File: src/rtl/pll_rst_pkg.sv
// Shared types and sizing helpers for the PLL bring-up sequencer.
// State encodings are exported on the debug port, so their values are fixed.
package pll_rst_pkg;

    typedef enum logic [2:0] {
        PLL_RST   = 3'd0,
        WAIT_LOCK = 3'd1,
        STABLE    = 3'd2,
        RELEASE   = 3'd3,
        RUN       = 3'd4
    } state_t;

    localparam int RETRY_W = 4;
    localparam int LOSS_W  = 8;

    // The shared cycle counter only ever counts to (largest period - 1).
    function automatic int cnt_width(input int por, input int stable,
                                     input int timeout, input int gap);
        int m;
        m = por;
        if (stable  > m) m = stable;
        if (timeout > m) m = timeout;
        if (gap     > m) m = gap;
        return (m > 1) ? $clog2(m) : 1;
    endfunction

endpackage

File: src/rtl/bit_sync_2ff.sv
// Generic two-flop synchronizer for a single asynchronous level input.
// It is reused for other asynchronous inputs, so it has no design-specific logic.
module bit_sync_2ff (
    input  logic clk,
    input  logic rst,
    input  logic d,
    output logic q
);

    logic meta;

    // NOTE: sequential state uses non-blocking assignments so both flops sample the pre-edge values.
    always_ff @(posedge clk) begin
        if (rst) begin
            meta <= 1'b0;
            q    <= 1'b0;
        end else begin
            meta <= d;
            q    <= meta;
        end
    end

endmodule

File: src/rtl/pll_reset_sequencer.sv
// PLL bring-up controller: pulses the PLL reset, waits for stable lock, then
// releases the per-domain resets one at a time and watches for lock loss.
module pll_reset_sequencer
    import pll_rst_pkg::*;
#(
    parameter int POR_CYCLES          = 50,
    parameter int LOCK_STABLE_CYCLES  = 5000,
    parameter int LOCK_TIMEOUT_CYCLES = 500000,
    parameter int NUM_DOMAINS         = 8,
    parameter int STAGE_GAP_CYCLES    = 16
) (
    input  logic                   refclk,
    input  logic                   rst,
    input  logic                   pll_locked,
    output logic                   pll_rst,
    output logic [NUM_DOMAINS-1:0] dom_rst,
    output logic                   all_ready,
    output logic [2:0]             state_o,
    output logic [RETRY_W-1:0]     retry_cnt,
    output logic [LOSS_W-1:0]      loss_cnt
);

    localparam int CW    = cnt_width(POR_CYCLES, LOCK_STABLE_CYCLES,
                                     LOCK_TIMEOUT_CYCLES, STAGE_GAP_CYCLES);
    localparam int IDX_W = (NUM_DOMAINS > 1) ? $clog2(NUM_DOMAINS) : 1;

    localparam logic [CW-1:0]    POR_T  = CW'(POR_CYCLES - 1);
    localparam logic [CW-1:0]    STB_T  = CW'(LOCK_STABLE_CYCLES - 1);
    localparam logic [CW-1:0]    TMO_T  = CW'(LOCK_TIMEOUT_CYCLES - 1);
    localparam logic [CW-1:0]    GAP_T  = CW'(STAGE_GAP_CYCLES - 1);
    localparam logic [IDX_W-1:0] LAST_D = IDX_W'(NUM_DOMAINS - 1);

    state_t                 state, state_d;
    logic [CW-1:0]          cnt, cnt_d;
    logic [IDX_W-1:0]       idx, idx_d;
    logic [NUM_DOMAINS-1:0] dom_d;
    logic [RETRY_W-1:0]     retry_d;
    logic [LOSS_W-1:0]      loss_d;
    logic                   pll_rst_d, all_ready_d;
    logic                   lock_s;

    bit_sync_2ff u_lock_sync (
        .clk (refclk),
        .rst (rst),
        .d   (pll_locked),
        .q   (lock_s)
    );

    always_ff @(posedge refclk) begin
        if (rst) begin
            state     <= PLL_RST;
            cnt       <= '0;
            idx       <= '0;
            dom_rst   <= '1;
            pll_rst   <= 1'b1;
            all_ready <= 1'b0;
            retry_cnt <= '0;
            loss_cnt  <= '0;
        end else begin
            state     <= state_d;
            cnt       <= cnt_d;
            idx       <= idx_d;
            dom_rst   <= dom_d;
            pll_rst   <= pll_rst_d;
            all_ready <= all_ready_d;
            retry_cnt <= retry_d;
            loss_cnt  <= loss_d;
        end
    end

    always_comb begin
        // NOTE: every variable gets a default first so no path can infer a latch.
        state_d = state;
        cnt_d   = cnt + CW'(1);
        idx_d   = idx;
        dom_d   = dom_rst;
        retry_d = retry_cnt;
        loss_d  = loss_cnt;
        unique case (state)
            PLL_RST: begin
                dom_d = '1;
                idx_d = '0;
                if (cnt == POR_T) begin
                    state_d = WAIT_LOCK;
                    cnt_d   = '0;
                end
            end
            WAIT_LOCK: begin
                // Lock seen on the timeout cycle still wins.
                if (lock_s) begin
                    state_d = STABLE;
                    cnt_d   = '0;
                end else if (cnt == TMO_T) begin
                    state_d = PLL_RST;
                    cnt_d   = '0;
                    if (retry_cnt != '1) retry_d = retry_cnt + RETRY_W'(1);
                end
            end
            STABLE: begin
                if (!lock_s) begin
                    state_d = WAIT_LOCK;
                    cnt_d   = '0;
                end else if (cnt == STB_T) begin
                    cnt_d    = '0;
                    dom_d[0] = 1'b0;
                    if (NUM_DOMAINS == 1) begin
                        state_d = RUN;
                    end else begin
                        state_d = RELEASE;
                        idx_d   = IDX_W'(1);
                    end
                end
            end
            RELEASE, RUN: begin
                if (!lock_s) begin
                    state_d = PLL_RST;
                    cnt_d   = '0;
                    dom_d   = '1;
                    if (loss_cnt != '1) loss_d = loss_cnt + LOSS_W'(1);
                end else if (state == RUN) begin
                    cnt_d = cnt;
                end else if (cnt == GAP_T) begin
                    cnt_d      = '0;
                    dom_d[idx] = 1'b0;
                    idx_d      = idx + IDX_W'(1);
                    if (idx == LAST_D) state_d = RUN;
                end
            end
            default: begin
                state_d = PLL_RST;
                cnt_d   = '0;
                dom_d   = '1;
            end
        endcase
    end

    // Outputs are decoded from the next state so they register alongside it.
    always_comb begin
        pll_rst_d   = (state_d == PLL_RST);
        all_ready_d = (state_d == RUN);
    end

    assign state_o = state;

endmodule

File: config.mk
export PLATFORM = sky130hd
export DESIGN_NAME = pll_reset_sequencer
export DESIGN_NICKNAME = d
export VERILOG_FILES = /design/src/rtl/pll_rst_pkg.sv /design/src/rtl/bit_sync_2ff.sv /design/src/rtl/pll_reset_sequencer.sv
export SDC_FILE = /design/constraint.sdc
export NUM_CORES = 1
export LEC_CHECK = 0
export ABC_AREA = 1
export CAP_MARGIN = 20
export CORE_MARGIN = 10
export CORE_UTILIZATION = 40
export DETAILED_ROUTE_END_ITERATION = 10
export PLACE_DENSITY_LB_ADDON = 0.15
export SYNTH_ARGS = -nofsm -noshare
export SYNTH_HDL_FRONTEND = slang
export SYNTH_SLANG_ARGS = --single-unit
File: constraint.sdc
create_clock -name refclk -period 2.1 [get_ports refclk]
set_clock_uncertainty 0.2 [all_clocks]
set_input_delay 0.42 -clock refclk [delete_from_list [all_inputs] [get_ports refclk]]
set_output_delay 0.42 -clock refclk [all_outputs]
set_load 0.05 [all_outputs]
---- After elaboration in Yosys (flattened, before gate mapping) ----
Cells that the tools add are included.
word-level totals
  flip-flop bits (word level) ............. 49
  bits of input ports ..................... 3
  output and inout bits ................... 25
  word-level logic and storage cells ...... 86
cells by class
  add/sub/neg operators ................... 4
  $lt $le $gt $ge ......................... 2
  equal/unequal tests ..................... 19
  mux-type cells .......................... 34
  bitwise gates (word level) .............. 5
  reduce and logical (&&, ||, !) cells .... 11
operators by type and width
  kind                     count
  $mux W19                 8
  $pmux W19 S4             1
  $mux W3                  14
  $mux W8                  3
  $add A19 B1 Y19 const B  1
  $eq A19 B13 Y1 const B   1
  $eq A19 B19 Y1 const B   1
  $eq A19 B4 Y1 const B    1
  $eq A19 B6 Y1 const B    1
  $pmux W7 S2              1
  $pmux W3 S4              1
  $eq A3 B3 Y1 const B     3
  $pmux W3 S3              1
  $add A8 B1 Y8 const B    1
  $and A8 B8 Y8            1
  $ne A8 B8 Y1 const B     1
  $not A8 Y8               1
  $eq A3 B2 Y1 const B     2
  $logic_not A3 Y1         2
  $ne A2 B2 Y1 const B     3
  $ne A3 B3 Y1 const B     2
  $reduce_and A3 Y1        2
  $reduce_and A6 Y1        1
  $reduce_and A5 Y1        1
  other kinds (15)         21

---- Longest topological paths before layout ----
  depth in word-level cells ............... 10
  depth in mapped cells ................... 15
  gate-level depth less buffers ........... 14

---- Cells and area by module ----
Synthesis repeated with hierarchy kept, for this count alone.
second synthesis, totals
  cells, all modules ...................... 411
  area, all modules ....................... 2,810.2 µm²
modules (own cells, without submodules)
  module               instances  cells each  area an instance (µm²)  sequential area each (µm²)
  pll_reset_sequencer  1          405         2,755.1                 940.9
  bit_sync_2ff         1          6           55.1                    40.0

---- Worst setup path before layout ----
Ideal clock, no wire load.
  path kind ............................... reg2reg
  from .................................... reg state[0], in the netlist state_o[0]
  to ...................................... reg loss_cnt[7]
  setup time .............................. 0.117 ns
  arrival ................................. 1.781 ns
  data required time ...................... 1.783 ns
  slack ................................... 0.002 ns
  cell stages (with the launch flop) ...... 10
  path buffers ............................ 0
  period minus slack after synthesis ...... 2.098 ns
  path through ............................ dfxtp_1 a21oi_2 nor2_8 nand2_4 nor2_8 nand2_2 nor3_4 nand3_1 nand2_1 nor2_1
between the ends
  word-level cells in the longest chain between the ends .. 3
  elaborated cells between the ends (all ways) .. 4
  classes of those cells .................. eq/ne (2); reduce/logical (2)
ends and longest elaborated chain
  item                                          RTL line                   text
  start: declaration                            pll_reset_sequencer.sv:33  state_t state, state_d;
  start signal: assignment                      pll_reset_sequencer.sv:60  state <= state_d;
  $eq A3 B3 Y1 or $eq A3 B2 Y1 (tied branches)  pll_reset_sequencer.sv:79  unique case (state)
  $reduce_or A2 Y1 (*)                          pll_reset_sequencer.sv:79
  $reduce_and A3 Y1 (no line) (*)               --
  end signal: assignment                        pll_reset_sequencer.sv:67  loss_cnt <= loss_d;
  end: declaration                              pll_reset_sequencer.sv:20  output logic [LOSS_W-1:0] loss_cnt
Every way passes the cells marked *; elsewhere a longest branch is shown, timed or not.
A chain may end at the register's enable or synchronous reset.

---- Final worst setup path ----
  from .................................... reg state[0], in the netlist state_o[0]
  to ...................................... reg dom_rst[1]
between the ends
  word-level cells in the longest chain between the ends .. 4
  elaborated cells between the ends (all ways) .. 11
  classes of those cells .................. eq/ne (6); mux (1); bitwise (1); reduce/logical (3)
ends and longest elaborated chain
  item                                                  RTL line                                               text
  $eq A3 B3 Y1 (tied with other cells)                  pll_reset_sequencer.sv:79, pll_reset_sequencer.sv:120
  $reduce_or A2 Y1, on equally long branches            --
  $ne A3 B3 Y1 (no line) or $not A1 Y1 (tied branches)  --
  $reduce_and A3 Y1 (no line)                           --
  end signal: assignment                                pll_reset_sequencer.sv:63                              dom_rst <= dom_d;
  end: declaration                                      pll_reset_sequencer.sv:16                              output logic [NUM_DOMAINS-1:0] dom_rst,
Parallel ways exist; a longest one is shown, timed or not.

==> run summary <==
The run finished with clean final reports. The detailed router's first-iteration violation count is 147. Cells with a size suffix above 1 make up 20.14% of the layout. Mean instance size in the synthesized netlist: 7.067 um2.

Prior to clock tree synthesis, the placed netlist has a worst setup slack of 0.03744 ns. For the number of antenna repair diodes, the log shows 0. Of all nets on the critical path, the largest fanout is 8. The number of flip-flops and latches in the synthesized netlist is 49, and the latest clock arrival within the worst-skew pair is 0.30 ns.

Total via count in the routed design: 2,688. The run gives 49 as the total number of clock tree sinks. Measured against its own limit, the worst slew margin works out to 66.48%. At the end of the flow, the number of nets in the layout was 450.

The library cell used most frequently in the layout, excluding fill and tap cells, is sky130_fd_sc_hd__nand2_1. The run gives 0 as the count of maximum capacitance violations. The final worst-path cycle share is 92.90%, and the layout-stage area growth over the synthesis result is 19.63%.

The power density relative to cell area came out at 499.5 nW/um2. Summed over all instances, the cell type with the most area after synthesis is sky130_fd_sc_hd__dfxtp_1. The number of iterations in the first detailed-routing pass came out at 4. TritonCTS built the clock tree. Derived from the worst setup path, the maximum achievable clock frequency is 512.6 MHz.

For the number of design rule violations left after detail routing, the log shows 0. In this run the most critical hold path is launched from u_lock_sync.meta. The initial antenna violation count is 0. The number of setup buffers added after CTS is 0. The core region is 6869 um2.

The routability congestion estimate from global placement was 0.9236. The die is 104.5 um wide. The number of primary I/O pins is 28. The number of cells on the worst reg-to-reg path is 9. The tools report the capturing point of the worst reg2reg path as dom_rst[1].

In this run the static leakage power is 0.001514 uW. Once detailed placement completed, the half-perimeter wirelength came to 5522 um. Data arrival time of the critical path: 1.95 ns.

Yosys mapped a number of flops with a built-in enable equal to 0. The final setup violation count was 0. After synthesis, the cell types taking the most area are sky130_fd_sc_hd__dfxtp_1, sky130_fd_sc_hd__nand2_1, sky130_fd_sc_hd__nor2_1, sky130_fd_sc_hd__nand3_1, sky130_fd_sc_hd__inv_1. For the pin with the worst max-slew slack, the measured transition is 0.4982 ns. For this run the aggregate overflow at the end of global routing stands at 0. The share of flip-flops with an asynchronous set or reset was 0%; the count of endpoints failing hold in the final timing report was 0.

The worst setup path is launched from a flip-flop. The warning count from the yosys run was 0. After detailed placement, the design holds a cell count of 530. Across every metal layer, demand over resource in global routing totals 13.24%. Once detail routing completed, the nets flagged for antenna violations numbered 0.

Leaving out filler cells and counting taps, the final layout contains 538. Once the clock tree was built, the resizer swapped 0 gates to a different size. In this run the core area contains 30 standard-cell rows. The total CTS buffers came out at 5. The type of the worst setup path was flip-flop to flip-flop. The deepest level of the CTS H-tree is 2.

Clock tree synthesis selected as its root buffer the cell sky130_fd_sc_hd__clkbuf_8. For the total of hold buffers inserted after clock tree synthesis, the log shows 0. The run gives 2 as the maximum buffer depth of the clock tree.

Synthesis handed over a netlist of 404 instances. The total routed wirelength was 7193 um; the die footprint was 10,920 um2. The smallest clock period supported by the final layout is computed as 1.951 ns.

The critical path endpoint category is a flip-flop. After synthesis, the largest area contributor takes up 34.36% of total cell area. For this configuration, the core starts out at a cell density of 41.57%. The run gives 0.1491 ns as the worst-case setup margin in the final layout.

The first-pass GRT wire length came out at 12,190 um. The number of nets handed over by synthesis was 413. In this run the worst hold path is classified as flip-flop to flip-flop. Sequential cells were found to cover 34.36% of the synthesized design area. Following the worst setup path forward leads to its endpoint at dom_rst[1]. Entering global routing, the biggest net connects 20 pins. The count of buffers added on input and output ports is 27. Synthesis instantiated 43 different standard cells from the library. The number of global-route vias before repair came out at 2,504.

The tools report the number of pins with negative max-slew slack in the final report as 0. The clock slew seen by the registers of the worst setup and hold paths is 0.09 ns. The completed layout was analyzed and its total power is 1706 uW. The worst reg2reg path startpoint was state_o[0]. At the worst endpoint, the required time is 2.10 ns. Across all register-to-register paths, the minimum setup slack is 0.15 ns.

The setup TNS after final layout came out at 0 ns. The flip-flop cell with the highest count after synthesis was sky130_fd_sc_hd__dfxtp_1. In this run the vertical extent of the chip is 104.5 um. The top cell types in the final layout, fill and taps aside, are sky130_fd_sc_hd__nand2_1, sky130_fd_sc_hd__nor2_1, sky130_fd_sc_hd__inv_1, sky130_fd_sc_hd__dfxtp_1, sky130_fd_sc_hd__nand3_1. The synthesized netlist occupies a cell area of 2855 um2. For the worst IR drop on VDD, the log shows 253.1 uV. Beginning of the critical path: state_o[0]. Wire length per cell after detailed routing: 13.37 um. The post-detailed-route via-to-cell ratio is 4.996.
## registers in the layout, indices dropped and copies added (netlist names)
| name | count |
|---|---|
| loss_cnt | 8 |
| retry_cnt | 4 |
| pll_rst | 1 |
| cnt | 19 |
| all_ready | 1 |
| u_lock_sync.q | 1 |
| state_o | 3 |
| u_lock_sync.meta | 1 |
| idx | 3 |
| dom_rst | 8 |
## area by class of cell
cell class,count,area [um2]
Clock inverter,1,30.03
Timing Repair Buffer,38,315.3
Inverter,59,225.2
Multi-Input combinational cell,288,1655
Sequential cell,49,983.4
Fill cell,708,3453
Clock buffer,7,86.33
Tap cell,96,120.1
## routing by layer
| metal | GRT usage (%) | routed length [um] |
|---|---|---|
| met2 | 20.41 | 3219 |
| met1 | 17.63 | 3453 |
| met3 | 3.532 | 432 |
| met4 | 3.579 | 87 |
| met5 | 0 | 0 |
## critical path, cell delays in order, from the launching register on
cell                       delay (ns)
sky130_fd_sc_hd__dfxtp_1         0.59
sky130_fd_sc_hd__a21oi_2         0.17
sky130_fd_sc_hd__nor2_8          0.19
sky130_fd_sc_hd__clkinv_2        0.10
sky130_fd_sc_hd__nor2_4          0.15
sky130_fd_sc_hd__a21oi_4         0.08
sky130_fd_sc_hd__nand3_4         0.12
sky130_fd_sc_hd__o21ai_2         0.07
sky130_fd_sc_hd__inv_2           0.11
sky130_fd_sc_hd__nand2_1         0.07
## Yosys cell counts (2+ instances only)
master	n
sky130_fd_sc_hd__inv_2	9
sky130_fd_sc_hd__nor2_8	3
sky130_fd_sc_hd__nor2_2	4
sky130_fd_sc_hd__o21ai_1	10
sky130_fd_sc_hd__xor2_1	7
sky130_fd_sc_hd__nand3_2	5
sky130_fd_sc_hd__dfxtp_1	49
sky130_fd_sc_hd__o21ai_0	12
sky130_fd_sc_hd__ha_1	6
sky130_fd_sc_hd__nand4_1	15
sky130_fd_sc_hd__o21bai_1	3
sky130_fd_sc_hd__nand3_4	2
sky130_fd_sc_hd__or2_1	2
sky130_fd_sc_hd__inv_1	47
sky130_fd_sc_hd__nand3b_1	3
sky130_fd_sc_hd__nand2_1	74
sky130_fd_sc_hd__nor2_4	4
sky130_fd_sc_hd__a21oi_1	23
sky130_fd_sc_hd__clkbuf_1	4
sky130_fd_sc_hd__nor3_1	6
sky130_fd_sc_hd__nor2_1	50
sky130_fd_sc_hd__o31ai_1	2
sky130_fd_sc_hd__nand3_1	37
sky130_fd_sc_hd__buf_1	2
sky130_fd_sc_hd__nand2_2	6
sky130_fd_sc_hd__nor3_4	2
## report_power, final
| group | switching, uW | total (uW) | internal [uW] |
|---|---|---|---|
| clock | 322 | 711 | 389 |
| combinational | 28.5 | 48.5 | 20.0 |
| sequential | 11.2 | 947 | 936 |
## stage by stage
step | hold slack [ns] | util, % | instance area [um2]
after floorplan | 0.1883 | - | 2855
after global placement | 0.1918 | 47.34 | 3252
after detailed placement | 0.1995 | 47.34 | 3252
after CTS | 0.2148 | 49.03 | 3368
after global routing | 0.2354 | 49.73 | 3416
final | 0.2095 | 49.73 | 3416
## how the worst min path moves through the flow
stage	to	slack, ns	cells after the start
after floorplan	u_lock_sync.q	0.19	2
after global placement	u_lock_sync.q	0.19	2
after detailed placement	u_lock_sync.q	0.20	2
after CTS	u_lock_sync.q	0.21	2
after global routing	u_lock_sync.q	0.24	2
final	u_lock_sync.q	0.21	2
## kinds of logic after synthesis
family / Yosys count / share of synthesized area, %
XOR/XNOR: 7 / 2.147
buffers and inverters: 67 / 9.246
adder cells (fa/ha/maj): 6 / 2.629
AND/OR/NAND/NOR: 218 / 40.18
flip-flops: 49 / 34.36
AO/OA/AOI/OAI: 57 / 11.44
Note: power is estimated with default switching activity, not from simulation.
